$ cat config.mk
export PLATFORM = sky130hd
export DESIGN_NAME = inst_fetcher_flat
export DESIGN_NICKNAME = d
export VERILOG_FILES = /design/src/rtl/inst_fetcher_pkg.sv /design/src/rtl/inst_fetcher_if.sv /design/src/rtl/inst_queue.sv /design/src/rtl/inst_fetcher.sv /design/src/flat_wrapper.sv
export SDC_FILE = /design/constraint.sdc
export NUM_CORES = 1
export LEC_CHECK = 0
export ABC_AREA = 1
export CORE_ASPECT_RATIO = 1.2
export CORE_UTILIZATION = 25
export DETAILED_ROUTE_END_ITERATION = 16
export PLACE_DENSITY = 0.4
export RECOVER_POWER = 100
export SYNTH_ARGS = -nofsm -noshare
export SYNTH_HDL_FRONTEND = slang
export SYNTH_SLANG_ARGS = --single-unit
$ cat constraint.sdc
create_clock -name clk_in -period 7.7 [get_ports clk_in]
set_input_delay 1.54 -clock clk_in [delete_from_list [all_inputs] [get_ports clk_in]]
set_output_delay 1.54 -clock clk_in [all_outputs]
set_load 0.01 [all_outputs]
$ cat src/rtl/inst_fetcher_pkg.sv
// Shared definitions for the fetch stage: widths, defaults, FSM encoding
// and the queue entry layout.
package inst_fetcher_pkg;

    localparam int WORD_W = 32;
    localparam int IQ_SIZE_LOG_DEF = 4;
    localparam logic [WORD_W-1:0] RESET_PC_DEF = 32'h0;

    typedef enum logic [1:0] {
        IF_IDLE     = 2'd0,
        IF_WAIT_MEM = 2'd1,
        IF_DISCARD  = 2'd2
    } if_state_e;

    typedef struct packed {
        logic [WORD_W-1:0] pc;
        logic [WORD_W-1:0] inst;
    } iq_entry_t;

endpackage

$ cat src/rtl/inst_fetcher_if.sv
// Memory-request and decoder-side signals of the fetch stage.
// Both are valid/ready style: mem_req_out is a level held until a one-cycle
// mem_done_in; a queue head moves only when iq_valid_out && iq_ready_in.
interface inst_fetcher_if;
    import inst_fetcher_pkg::*;

    logic              mem_req_out;
    logic [WORD_W-1:0] mem_addr_out;
    logic              mem_done_in;
    logic [WORD_W-1:0] mem_inst_in;
    logic              iq_valid_out;
    logic [WORD_W-1:0] iq_inst_out;
    logic [WORD_W-1:0] iq_pc_out;
    logic              iq_ready_in;

    modport master (
        output mem_req_out, mem_addr_out,
        input  mem_done_in, mem_inst_in,
        output iq_valid_out, iq_inst_out, iq_pc_out,
        input  iq_ready_in
    );

    modport slave (
        input  mem_req_out, mem_addr_out,
        output mem_done_in, mem_inst_in,
        input  iq_valid_out, iq_inst_out, iq_pc_out,
        output iq_ready_in
    );

endinterface

$ cat src/rtl/inst_queue.sv
// Circular FIFO of fetched words with synchronous clear; head is read
// combinationally and forced to zero while the queue is empty.
module inst_queue #(
    parameter int LOG = 4,
    parameter int W   = 64
) (
    input  logic         clk_in,
    input  logic         rst_n_in,
    input  logic         en_in,
    input  logic         clear_in,
    input  logic         push_in,
    input  logic         pop_in,
    input  logic [W-1:0] wdata_in,
    output logic [W-1:0] rdata_out,
    output logic [LOG:0] count_out,
    output logic         full_out,
    output logic         empty_out
);

    localparam int DEPTH = 1 << LOG;
    localparam logic [LOG:0] DEPTH_CNT = (LOG+1)'(DEPTH);

    logic [LOG-1:0] head_q, tail_q;
    logic [LOG:0]   count_q;
    logic [W-1:0]   mem_q [DEPTH];
    logic           do_push, do_pop;

    assign empty_out = (count_q == '0);
    assign full_out  = (count_q == DEPTH_CNT);
    assign count_out = count_q;
    assign rdata_out = empty_out ? '0 : mem_q[head_q];

    // A pop in the same cycle frees the slot, so push into a full queue is legal then.
    assign do_pop  = en_in && !clear_in && pop_in && !empty_out;
    assign do_push = en_in && !clear_in && push_in && (!full_out || do_pop);

    always_ff @(posedge clk_in or negedge rst_n_in) begin
        if (!rst_n_in) begin
            head_q  <= '0;
            tail_q  <= '0;
            count_q <= '0;
        end else if (en_in) begin
            if (clear_in) begin
                head_q  <= '0;
                tail_q  <= '0;
                count_q <= '0;
            end else begin
                if (do_push) tail_q <= tail_q + 1'b1;
                if (do_pop)  head_q <= head_q + 1'b1;
                count_q <= count_q + {{LOG{1'b0}}, do_push} - {{LOG{1'b0}}, do_pop};
            end
        end
    end

    always_ff @(posedge clk_in) begin
        if (do_push) mem_q[tail_q] <= wdata_in;
    end

endmodule

$ cat src/rtl/inst_fetcher.sv
// Fetch stage: owns the fetch PC, keeps one memory request outstanding and
// buffers returned words with their PCs for the decoder.
module inst_fetcher
    import inst_fetcher_pkg::*;
#(
    parameter int                IQ_SIZE_LOG = IQ_SIZE_LOG_DEF,
    parameter logic [WORD_W-1:0] RESET_PC    = RESET_PC_DEF
) (
    input  logic                 clk_in,
    input  logic                 rst_n_in,
    input  logic                 rdy_in,
    input  logic                 clear_in,
    input  logic [WORD_W-1:0]    clear_pc_in,
    inst_fetcher_if.master       fetch_bus,
    output if_state_e            dbg_state_out,
    output logic [WORD_W-1:0]    dbg_pc_out,
    output logic [IQ_SIZE_LOG:0] dbg_count_out
);

    localparam logic [IQ_SIZE_LOG:0] DEPTH_CNT = (IQ_SIZE_LOG+1)'(1 << IQ_SIZE_LOG);

    if_state_e            state_q;
    logic [WORD_W-1:0]    pc_q, addr_q, pc_inc_d;
    logic                 req_q;
    logic                 do_push, do_pop, iq_full, iq_empty;
    logic [IQ_SIZE_LOG:0] iq_count, post_cnt_d;
    iq_entry_t            push_entry, head_entry;

    assign do_push    = (state_q == IF_WAIT_MEM) && fetch_bus.mem_done_in && !clear_in;
    assign do_pop     = !iq_empty && fetch_bus.iq_ready_in && !clear_in;
    assign pc_inc_d   = pc_q + 32'd4;
    assign post_cnt_d = iq_count + 1'b1 - {{IQ_SIZE_LOG{1'b0}}, do_pop};
    assign push_entry = '{pc: pc_q, inst: fetch_bus.mem_inst_in};

    inst_queue #(
        .LOG (IQ_SIZE_LOG),
        .W   ($bits(iq_entry_t))
    ) u_queue (
        .clk_in    (clk_in),
        .rst_n_in  (rst_n_in),
        .en_in     (rdy_in),
        .clear_in  (clear_in),
        .push_in   (do_push),
        .pop_in    (do_pop),
        .wdata_in  (push_entry),
        .rdata_out (head_entry),
        .count_out (iq_count),
        .full_out  (iq_full),
        .empty_out (iq_empty)
    );

    always_ff @(posedge clk_in or negedge rst_n_in) begin
        if (!rst_n_in) begin
            state_q <= IF_IDLE;
            pc_q    <= RESET_PC;
            req_q   <= 1'b0;
            addr_q  <= '0;
        end else if (rdy_in) begin
            if (clear_in) begin
                pc_q <= clear_pc_in;
                // An in-flight request must still complete; its word is dropped in DISCARD.
                if (state_q != IF_IDLE) begin
                    if (fetch_bus.mem_done_in) begin
                        state_q <= IF_IDLE;
                        req_q   <= 1'b0;
                    end else begin
                        state_q <= IF_DISCARD;
                    end
                end
            end else begin
                case (state_q)
                    IF_IDLE: begin
                        if (!iq_full) begin
                            state_q <= IF_WAIT_MEM;
                            req_q   <= 1'b1;
                            addr_q  <= pc_q;
                        end
                    end
                    IF_WAIT_MEM: begin
                        if (fetch_bus.mem_done_in) begin
                            pc_q <= pc_inc_d;
                            if (post_cnt_d < DEPTH_CNT) begin
                                addr_q <= pc_inc_d;
                            end else begin
                                state_q <= IF_IDLE;
                                req_q   <= 1'b0;
                            end
                        end
                    end
                    IF_DISCARD: begin
                        if (fetch_bus.mem_done_in) begin
                            state_q <= IF_IDLE;
                            req_q   <= 1'b0;
                        end
                    end
                    default: begin
                        state_q <= IF_IDLE;
                        req_q   <= 1'b0;
                    end
                endcase
            end
        end
    end

    assign fetch_bus.mem_req_out  = req_q;
    assign fetch_bus.mem_addr_out = addr_q;
    assign fetch_bus.iq_valid_out = !iq_empty;
    assign fetch_bus.iq_inst_out  = head_entry.inst;
    assign fetch_bus.iq_pc_out    = head_entry.pc;

    assign dbg_state_out = state_q;
    assign dbg_pc_out    = pc_q;
    assign dbg_count_out = iq_count;

endmodule

$ cat src/flat_wrapper.sv
// flat-port wrapper written by rule: the top's interface ports become plain ports
module inst_fetcher_flat import inst_fetcher_pkg::*;
#(
    parameter int                IQ_SIZE_LOG = IQ_SIZE_LOG_DEF,
    parameter logic [WORD_W-1:0] RESET_PC    = RESET_PC_DEF
)
  (clk_in, rst_n_in, rdy_in, clear_in, clear_pc_in, dbg_state_out, dbg_pc_out, dbg_count_out, fetch_bus_mem_req_out, fetch_bus_mem_addr_out, fetch_bus_mem_done_in, fetch_bus_mem_inst_in, fetch_bus_iq_valid_out, fetch_bus_iq_inst_out, fetch_bus_iq_pc_out, fetch_bus_iq_ready_in);
  inst_fetcher_if fetch_bus_i ();
  input  logic clk_in;
  input  logic rst_n_in;
  input  logic rdy_in;
  input  logic clear_in;
  input  logic [WORD_W-1:0] clear_pc_in;
  output if_state_e dbg_state_out;
  output logic [WORD_W-1:0] dbg_pc_out;
  output logic [IQ_SIZE_LOG:0] dbg_count_out;
  output wire logic [$bits(fetch_bus_i.mem_req_out)-1:0] fetch_bus_mem_req_out;
  output wire logic [$bits(fetch_bus_i.mem_addr_out)-1:0] fetch_bus_mem_addr_out;
  input wire logic [$bits(fetch_bus_i.mem_done_in)-1:0] fetch_bus_mem_done_in;
  input wire logic [$bits(fetch_bus_i.mem_inst_in)-1:0] fetch_bus_mem_inst_in;
  output wire logic [$bits(fetch_bus_i.iq_valid_out)-1:0] fetch_bus_iq_valid_out;
  output wire logic [$bits(fetch_bus_i.iq_inst_out)-1:0] fetch_bus_iq_inst_out;
  output wire logic [$bits(fetch_bus_i.iq_pc_out)-1:0] fetch_bus_iq_pc_out;
  input wire logic [$bits(fetch_bus_i.iq_ready_in)-1:0] fetch_bus_iq_ready_in;
  assign fetch_bus_mem_req_out = fetch_bus_i.mem_req_out;
  assign fetch_bus_mem_addr_out = fetch_bus_i.mem_addr_out;
  assign fetch_bus_i.mem_done_in = fetch_bus_mem_done_in;
  assign fetch_bus_i.mem_inst_in = fetch_bus_mem_inst_in;
  assign fetch_bus_iq_valid_out = fetch_bus_i.iq_valid_out;
  assign fetch_bus_iq_inst_out = fetch_bus_i.iq_inst_out;
  assign fetch_bus_iq_pc_out = fetch_bus_i.iq_pc_out;
  assign fetch_bus_i.iq_ready_in = fetch_bus_iq_ready_in;
  inst_fetcher #(.IQ_SIZE_LOG(IQ_SIZE_LOG), .RESET_PC(RESET_PC)) u_core (.clk_in(clk_in), .rst_n_in(rst_n_in), .rdy_in(rdy_in), .clear_in(clear_in), .clear_pc_in(clear_pc_in), .fetch_bus(fetch_bus_i), .dbg_state_out(dbg_state_out), .dbg_pc_out(dbg_pc_out), .dbg_count_out(dbg_count_out));
endmodule
==> impl_results.md, run 1 <==
* Worst setup path start: u_core.u_queue.count_out[2]$_DFFE_PN0P_
* Post-synth top area share at 69.0%
* Max_slew headroom at -110%
* Layout cells sized above 1 at 7.24%
* CP Launch Type: flip-flop
* Hold_sp: u_core.fetch_bus.mem_addr_out[0]$_DFFE_PN0P_
* Most common cell in the netlist: edfxtp_1
* Avg Vias per Cell at 4.84
* DIE WIDTH at 387 microns
* Worst endpoint required time at 6160 ps
* Die height at 464 microns
* Largest net degree at the start of global routing at 196
* Worst Skew at 33.3 ps
* Total GRT Usage at 16.1%
* Clk pin slew, worst setup/hold paths at 50 ps
* Mean Syn Cell Area at 13.1 sq um
* Row Count at 169
* Syn Std Cell Area at 44500 sq um
* Vias in the first global route at 29.7k
* Worst EP arrival at 5130 ps
* Clock latency on the worst-skew pair at 770 ps
* Main synth FF type: edfxtp_1
* Core area at 177000 sq um
* Failing checks: max-capacitance violations, max-slew violations
* Sequential share of the synthesized area at 73.5%
* FFs w/ async S/R, synth at 7.25%
* Crit Path Max Fanout at 40
* Grt met2 use at 26.2%
* Fin crit share at 86.6%
* CTS tree: yes
* PostCTS Resize Cnt at 0
* First-pass GRT wire length at 212 mm
* MaxCap Viol Count at 25
* Clock root buffer: clkbuf_16
* Critical R2R Launch: u_core.u_queue.count_out[2]$_DFFE_PN0P_
* Fillers at 17.9k
* H-tree depth at 4
* DR iter-0 viols at 2149
* Post-synth net total at 3473
* Synth cell types at 38
* Pwr/cell area at 340 nW/um^2
* Critical-path top delay cell: inv_2
* Final ANT Viol Nets at 0
* Setup violators final at 0
* Post-CTS setup buffers at 0
* Slew @ Worst Pin at 3150 ps
* Fin area at 53000 sq um
* CTS sink count at 1104
* Finished Layout Cells at 5972
* IO buf count at 206
* GRT Max-Usage Layer: met2
* Maximum VDD drop at 0.456 mV
* Initial antenna violation count at 19
* Num ports at 207
* Fmax at 150 MHz
* Final Critical Period at 6670 ps
* Post-layout util at 30.0%
* Placed cell count at 5727
* CP Cell Sequence: inv_1, ha_1, nand3_2, inv_2, clkbuf_2, a21oi_1, dlygate4sd3_1
* Worst hold slack at 473 ps
* Cts bufs inserted at 131
* M3 GR Usage at 3.17%
* Cells after synthesis at 3389
* Lkg Pwr at 16.9 nW
* Commonest cells post-synth: edfxtp_1, nor2_1, o21ai_0, o221ai_1, nand2_1
* Area Growth Syn to Fin at 18.9%
* Area of the die at 180000 sq um
* Met1 Use GR at 21.7%
* Cts hold-fix bufs at 0
* Max-slew violations at 820
* Number of synthesized flops with an enable pin at 1024
* Dominant cells by area after synthesis: edfxtp_1, o21ai_0, nor2_1
* Area after DPL at 49100 sq um
* Initial core utilization at 25.2%
* Worst setup path category: flip-flop to primary output
* GP Congestion at 0.740
* Outcome: complete, but fails checks
* RSZ-0062 raised after global routing: no
* Hpwl dp at 74.3 mm
* Worst path max stage delay at 1260 ps
* Drt drc at 0
* Worst Setup End Kind: primary output
* Fin nets at 3636
* Gr ovfl total at 0
* Routed wire per std cell at 24.7 microns
* Hold Path Class: flip-flop to flip-flop
* Setup_tns at 0 ps
* Drt pass-1 iters at 7
* Routed wire length at 147 mm
* Cell taking the most area after synthesis: edfxtp_1
* CTS Buffer Depth at 3
* Ys Warns at 0
* Fin. Hold Viols at 0
* Post-synthesis register bit count at 1104
* Via Count at 28.9k
## power by group
part	leakage, nW	internal, mW	switching [mW]
Sequential	10.2	7.05	0.443
Combinational	4.66	1.40	3.07
Clock	2.02	3.51	2.53
## through the flow
step                      total power, mW  setup WS (ps)
after CTS                            18.5           1620
after detailed placement             12.4           2480
after global placement               12.4           2480
after global routing                 18.9            818
final                                18.0           1030
after floorplan                      10.0           2220
## critical path: cells and delay by family (launching register included)
family                     cells  cell delay, ps
DFF                            1             420
AOI/OAI and AO/OA              1             370
buffers and inverters          4            3120
and+or+nand+nor                1             170
adders and majority gates      1             200
## layout by cell type, fill, tap and decap left out, types with 76 or more instances in the layout
cell type	n
dfrtp_1	76
o21ai_0	559
nand2_1	176
nor2_1	596
o22ai_1	111
a21oi_1	84
clkbuf_16	137
edfxtp_1	1024
dlygate4sd3_1	155
o221ai_1	174
o211ai_1	86
## cells by family (layout without fill, tap and decap cells)
group | after synthesis | count (layout) | synth area share, %
flip-flops | 1104 | 1104 | 73.5
AO/OA/AOI/OAI | 1052 | 1052 | 14.2
AND/OR/NAND/NOR | 885 | 885 | 7.97
buffers and inverters | 308 | 578 | 3.36
XOR/XNOR | 23 | 23 | 0.452
adder cells (fa/ha/maj) | 14 | 14 | 0.410
multiplexers | 3 | 3 | 0.0730
other | 0 | 5 | 0
## final timing paths
check / endpoint / slack, ps / cells past startpoint
worst max-delay path: fetch_bus_iq_pc_out[29] / 1030 / 7
worst min-delay path: u_core.fetch_bus.mem_addr_out[0]$_DFFE_PN0P_ / 470 / 2
worst max register to register: u_core.u_queue.mem_q[15][21]$_DFFE_PP_ / 2750 / 10
worst min register to register: u_core.fetch_bus.mem_addr_out[0]$_DFFE_PN0P_ / 470 / 2
max in group asynchronous: u_core.fetch_bus.mem_addr_out[30]$_DFFE_PN0P_ / 2510 / 2
min in group asynchronous: u_core.dbg_pc_out[0]$_DFFE_PN0P_ / 1350 / 1
## flip-flops by register name, indices dropped and copies added, names as in the netlist
signal                         count
u_core.u_queue.mem_q            1024
u_core.u_queue.head_q              4
u_core.fetch_bus.mem_req_out       1
u_core.u_queue.tail_q              4
u_core.fetch_bus.mem_addr_out     32
u_core.u_queue.count_out           5
u_core.dbg_state_out               2
u_core.dbg_pc_out                 32
## layer usage
layer  wire length (microns)  vias up
li1                        -    13100
met1                   66700    14800
met2                   69400      750
met3                    7530      209
met4                    3740        6
met5                      34        -
## final cells by class
class	instances	area, sq um	share of cell area (%)
Sequential cell	1104	32800	61.9
Multi-Input combinational cell	1977	10300	19.4
Clock buffer	166	3560	6.72
Tap cell	2308	2890	5.45
Timing Repair Buffer	272	2570	4.85
Clock inverter	74	606	1.14
Inverter	66	277	0.522
Antenna cell	5	12.5	0.0236
Power figures use the tool's default switching activity.
==> run 2: changes to the inputs <==
--- a/config.mk
+++ b/config.mk
@@ -8,9 +8,11 @@
 export ABC_AREA = 1
 export CORE_ASPECT_RATIO = 1.2
 export CORE_UTILIZATION = 25
+export CTS_BUF_LIST = sky130_fd_sc_hd__clkbuf_8
 export DETAILED_ROUTE_END_ITERATION = 16
 export PLACE_DENSITY = 0.4
 export RECOVER_POWER = 100
+export SKIP_LAST_GASP = 1
 export SYNTH_ARGS = -nofsm -noshare
 export SYNTH_HDL_FRONTEND = slang
 export SYNTH_SLANG_ARGS = --single-unit
==> run 2 against run 1 <==
The run still ends with max-capacitance violations, max-slew violations left. First-iteration DRC count decreased by 7.4%. Clock-buffer cell count increased by 32. Clock skew increased by 13 ps. Total power decreased by 4.8%. Cell area decreased by 1.1%. Register-to-register slack got worse by 240 ps. Maximum frequency decreased by 1.6%. Critical path type unchanged. Highest routed layer unchanged.
==> impl_results.md, run 2 (synthesized netlist as in run 1, its figures left out) <==
* CP Launch Type: flip-flop
* Most frequent cells in the layout: edfxtp_1, nor2_1, o21ai_0, clkbuf_8, nand2_1
* Max_slew headroom at -110%
* Clock root buffer: clkbuf_8
* Max FFs per register at 1024
* Gr ovfl total at 0
* Avg Vias per Cell at 4.81
* Fmax at 148 MHz
* Failing checks: max-capacitance violations, max-slew violations
* Fillers at 18.1k
* Fin nets at 3701
* CP Cell Sequence: inv_1, ha_1, nand3_2, inv_2, clkbuf_2, a21oi_1, dlygate4sd3_1
* Worst hold slack at 473 ps
* Vias in the first global route at 30.3k
* Fin crit share at 88.0%
* Cts hold-fix bufs at 0
* Top reg by flops: u_core.u_queue.mem_q
* CTS tree: yes
* Crit Path Max Fanout at 40
* Critical-path top delay cell: inv_2
* Pwr/cell area at 327 nW/um^2
* Maximum VDD drop at 0.440 mV
* PostCTS Resize Cnt at 0
* Drt pass-1 iters at 5
* Setup_tns at 0 ps
* Power Total at 17.2 mW
* Layout cells sized above 1 at 8.32%
* Total GRT Usage at 16.3%
* Worst EP arrival at 5240 ps
* Post-CTS setup buffers at 0
* Finished Layout Cells at 6089
* DIE WIDTH at 387 microns
* Post-layout util at 29.6%
* Fin area at 52400 sq um
* Worst setup path category: flip-flop to primary output
* GP Congestion at 0.740
* Worst Skew at 46.5 ps
* Cts bufs inserted at 196
* IO buf count at 206
* Initial antenna violation count at 20
* RSZ-0062 raised after global routing: no
* Die height at 464 microns
* Clk pin slew, worst setup/hold paths at 50 ps
* Lkg Pwr at 17.0 nW
* Largest net degree at the start of global routing at 196
* Worst path max stage delay at 1250 ps
* Drt drc at 0
* Initial core utilization at 25.2%
* Via Count at 29.3k
* Num ports at 207
* Worst Setup End Kind: primary output
* Core area at 177000 sq um
* Area of the die at 180000 sq um
* Routed wire per std cell at 24.4 microns
* Pre-CTS setup slack at 2480 ps
* Setup violators final at 0
* CTS Buffer Depth at 3
* Clock latency on the worst-skew pair at 930 ps
* Row Count at 169
* Worst r2r path cells at 10
* MaxCap Viol Count at 32
* Final Critical Period at 6780 ps
* DR iter-0 viols at 1990
* Outcome: complete, but fails checks
* First-pass GRT wire length at 214 mm
* Post-route worst setup slack at 923 ps
* Buffers & Inverters on Critical Path at 4
* Critical path's top delay family: buffers and inverters
* Placed cell count at 5727
* Area after DPL at 49100 sq um
* Worst endpoint required time at 6160 ps
* H-tree depth at 4
* Slew @ Worst Pin at 3160 ps
* Hold Path Class: flip-flop to flip-flop
* Routed wire length at 148 mm
* Hold Crit Depth at 2
* Fin. Hold Viols at 0
* Final ANT Viol Nets at 0
* Commonest non-fill, non-tap cell in the layout: edfxtp_1
* Worst path depth at 7
* CTS sink count at 1104
* Max-slew violations at 1111
* Hpwl dp at 74.3 mm
* Area Growth Syn to Fin at 17.6%
-- run 2: path summary, 6_finish.rpt --
kind	from	slack [ps]	endpoint
max	u_core.u_queue.count_out[3]$_DFFE_PN0P_	920	fetch_bus_iq_pc_out[27]
min	u_core.fetch_bus.mem_addr_out[0]$_DFFE_PN0P_	470	u_core.fetch_bus.mem_addr_out[0]$_DFFE_PN0P_
max reg2reg	u_core.u_queue.count_out[2]$_DFFE_PN0P_	2510	u_core.u_queue.mem_q[11][9]$_DFFE_PP_
min reg2reg	u_core.fetch_bus.mem_addr_out[0]$_DFFE_PN0P_	470	u_core.fetch_bus.mem_addr_out[0]$_DFFE_PN0P_
max in group asynchronous	rst_n_in	2650	u_core.dbg_pc_out[18]$_DFFE_PN0P_
min in group asynchronous	rst_n_in	1190	u_core.u_queue.count_out[1]$_DFFE_PN0P_
-- run 2: worst reg2reg max path, stage by stage, from the launching register on --
cell,delay (ps)
dfrtp_1,420
inv_1,120
ha_1,240
nand3_2,150
nand2_2,80
nor2_1,300
o21ai_0,220
inv_1,260
nand2_1,280
nor2_1,530
clkbuf_2,2050
-- run 2: final cells by class --
cell class,instances,area (sq um),area share (%)
Antenna cell,7,17.5,0.0334
Timing Repair Buffer,272,2520,4.80
Tap cell,2308,2890,5.51
Sequential cell,1104,32800,62.5
Inverter,66,274,0.523
Clock buffer,198,2730,5.20
Multi-Input combinational cell,1977,10300,19.7
Clock inverter,157,908,1.73
-- run 2: power by group --
group	switching, mW	internal, mW
combinational	3.06	1.40
clock	2.55	2.64
sequential	0.447	7.06
-- run 2: metal layers --
layer | vias up | share of wire [%] | track usage (%)
li1 | 13300 | - | -
met2 | 822 | 47 | 26.3
met4 | 6 | 2.6 | 5.56
met1 | 14900 | 45 | 21.6
met3 | 247 | 5.2 | 3.24
met5 | - | 0.023 | 0
==> run 3: changes to the inputs <==
--- a/config.mk
+++ b/config.mk
@@ -6,6 +6,7 @@
 export NUM_CORES = 1
 export LEC_CHECK = 0
 export ABC_AREA = 1
+export CAP_MARGIN = 10
 export CORE_ASPECT_RATIO = 1.2
 export CORE_UTILIZATION = 25
 export CTS_BUF_LIST = sky130_fd_sc_hd__clkbuf_8
@@ -16,3 +17,4 @@
 export SYNTH_ARGS = -nofsm -noshare
 export SYNTH_HDL_FRONTEND = slang
 export SYNTH_SLANG_ARGS = --single-unit
+export TNS_END_PERCENT = 50
==> results of run 3 <==
Final layout, timing and power as in run 2 (identical DEF).
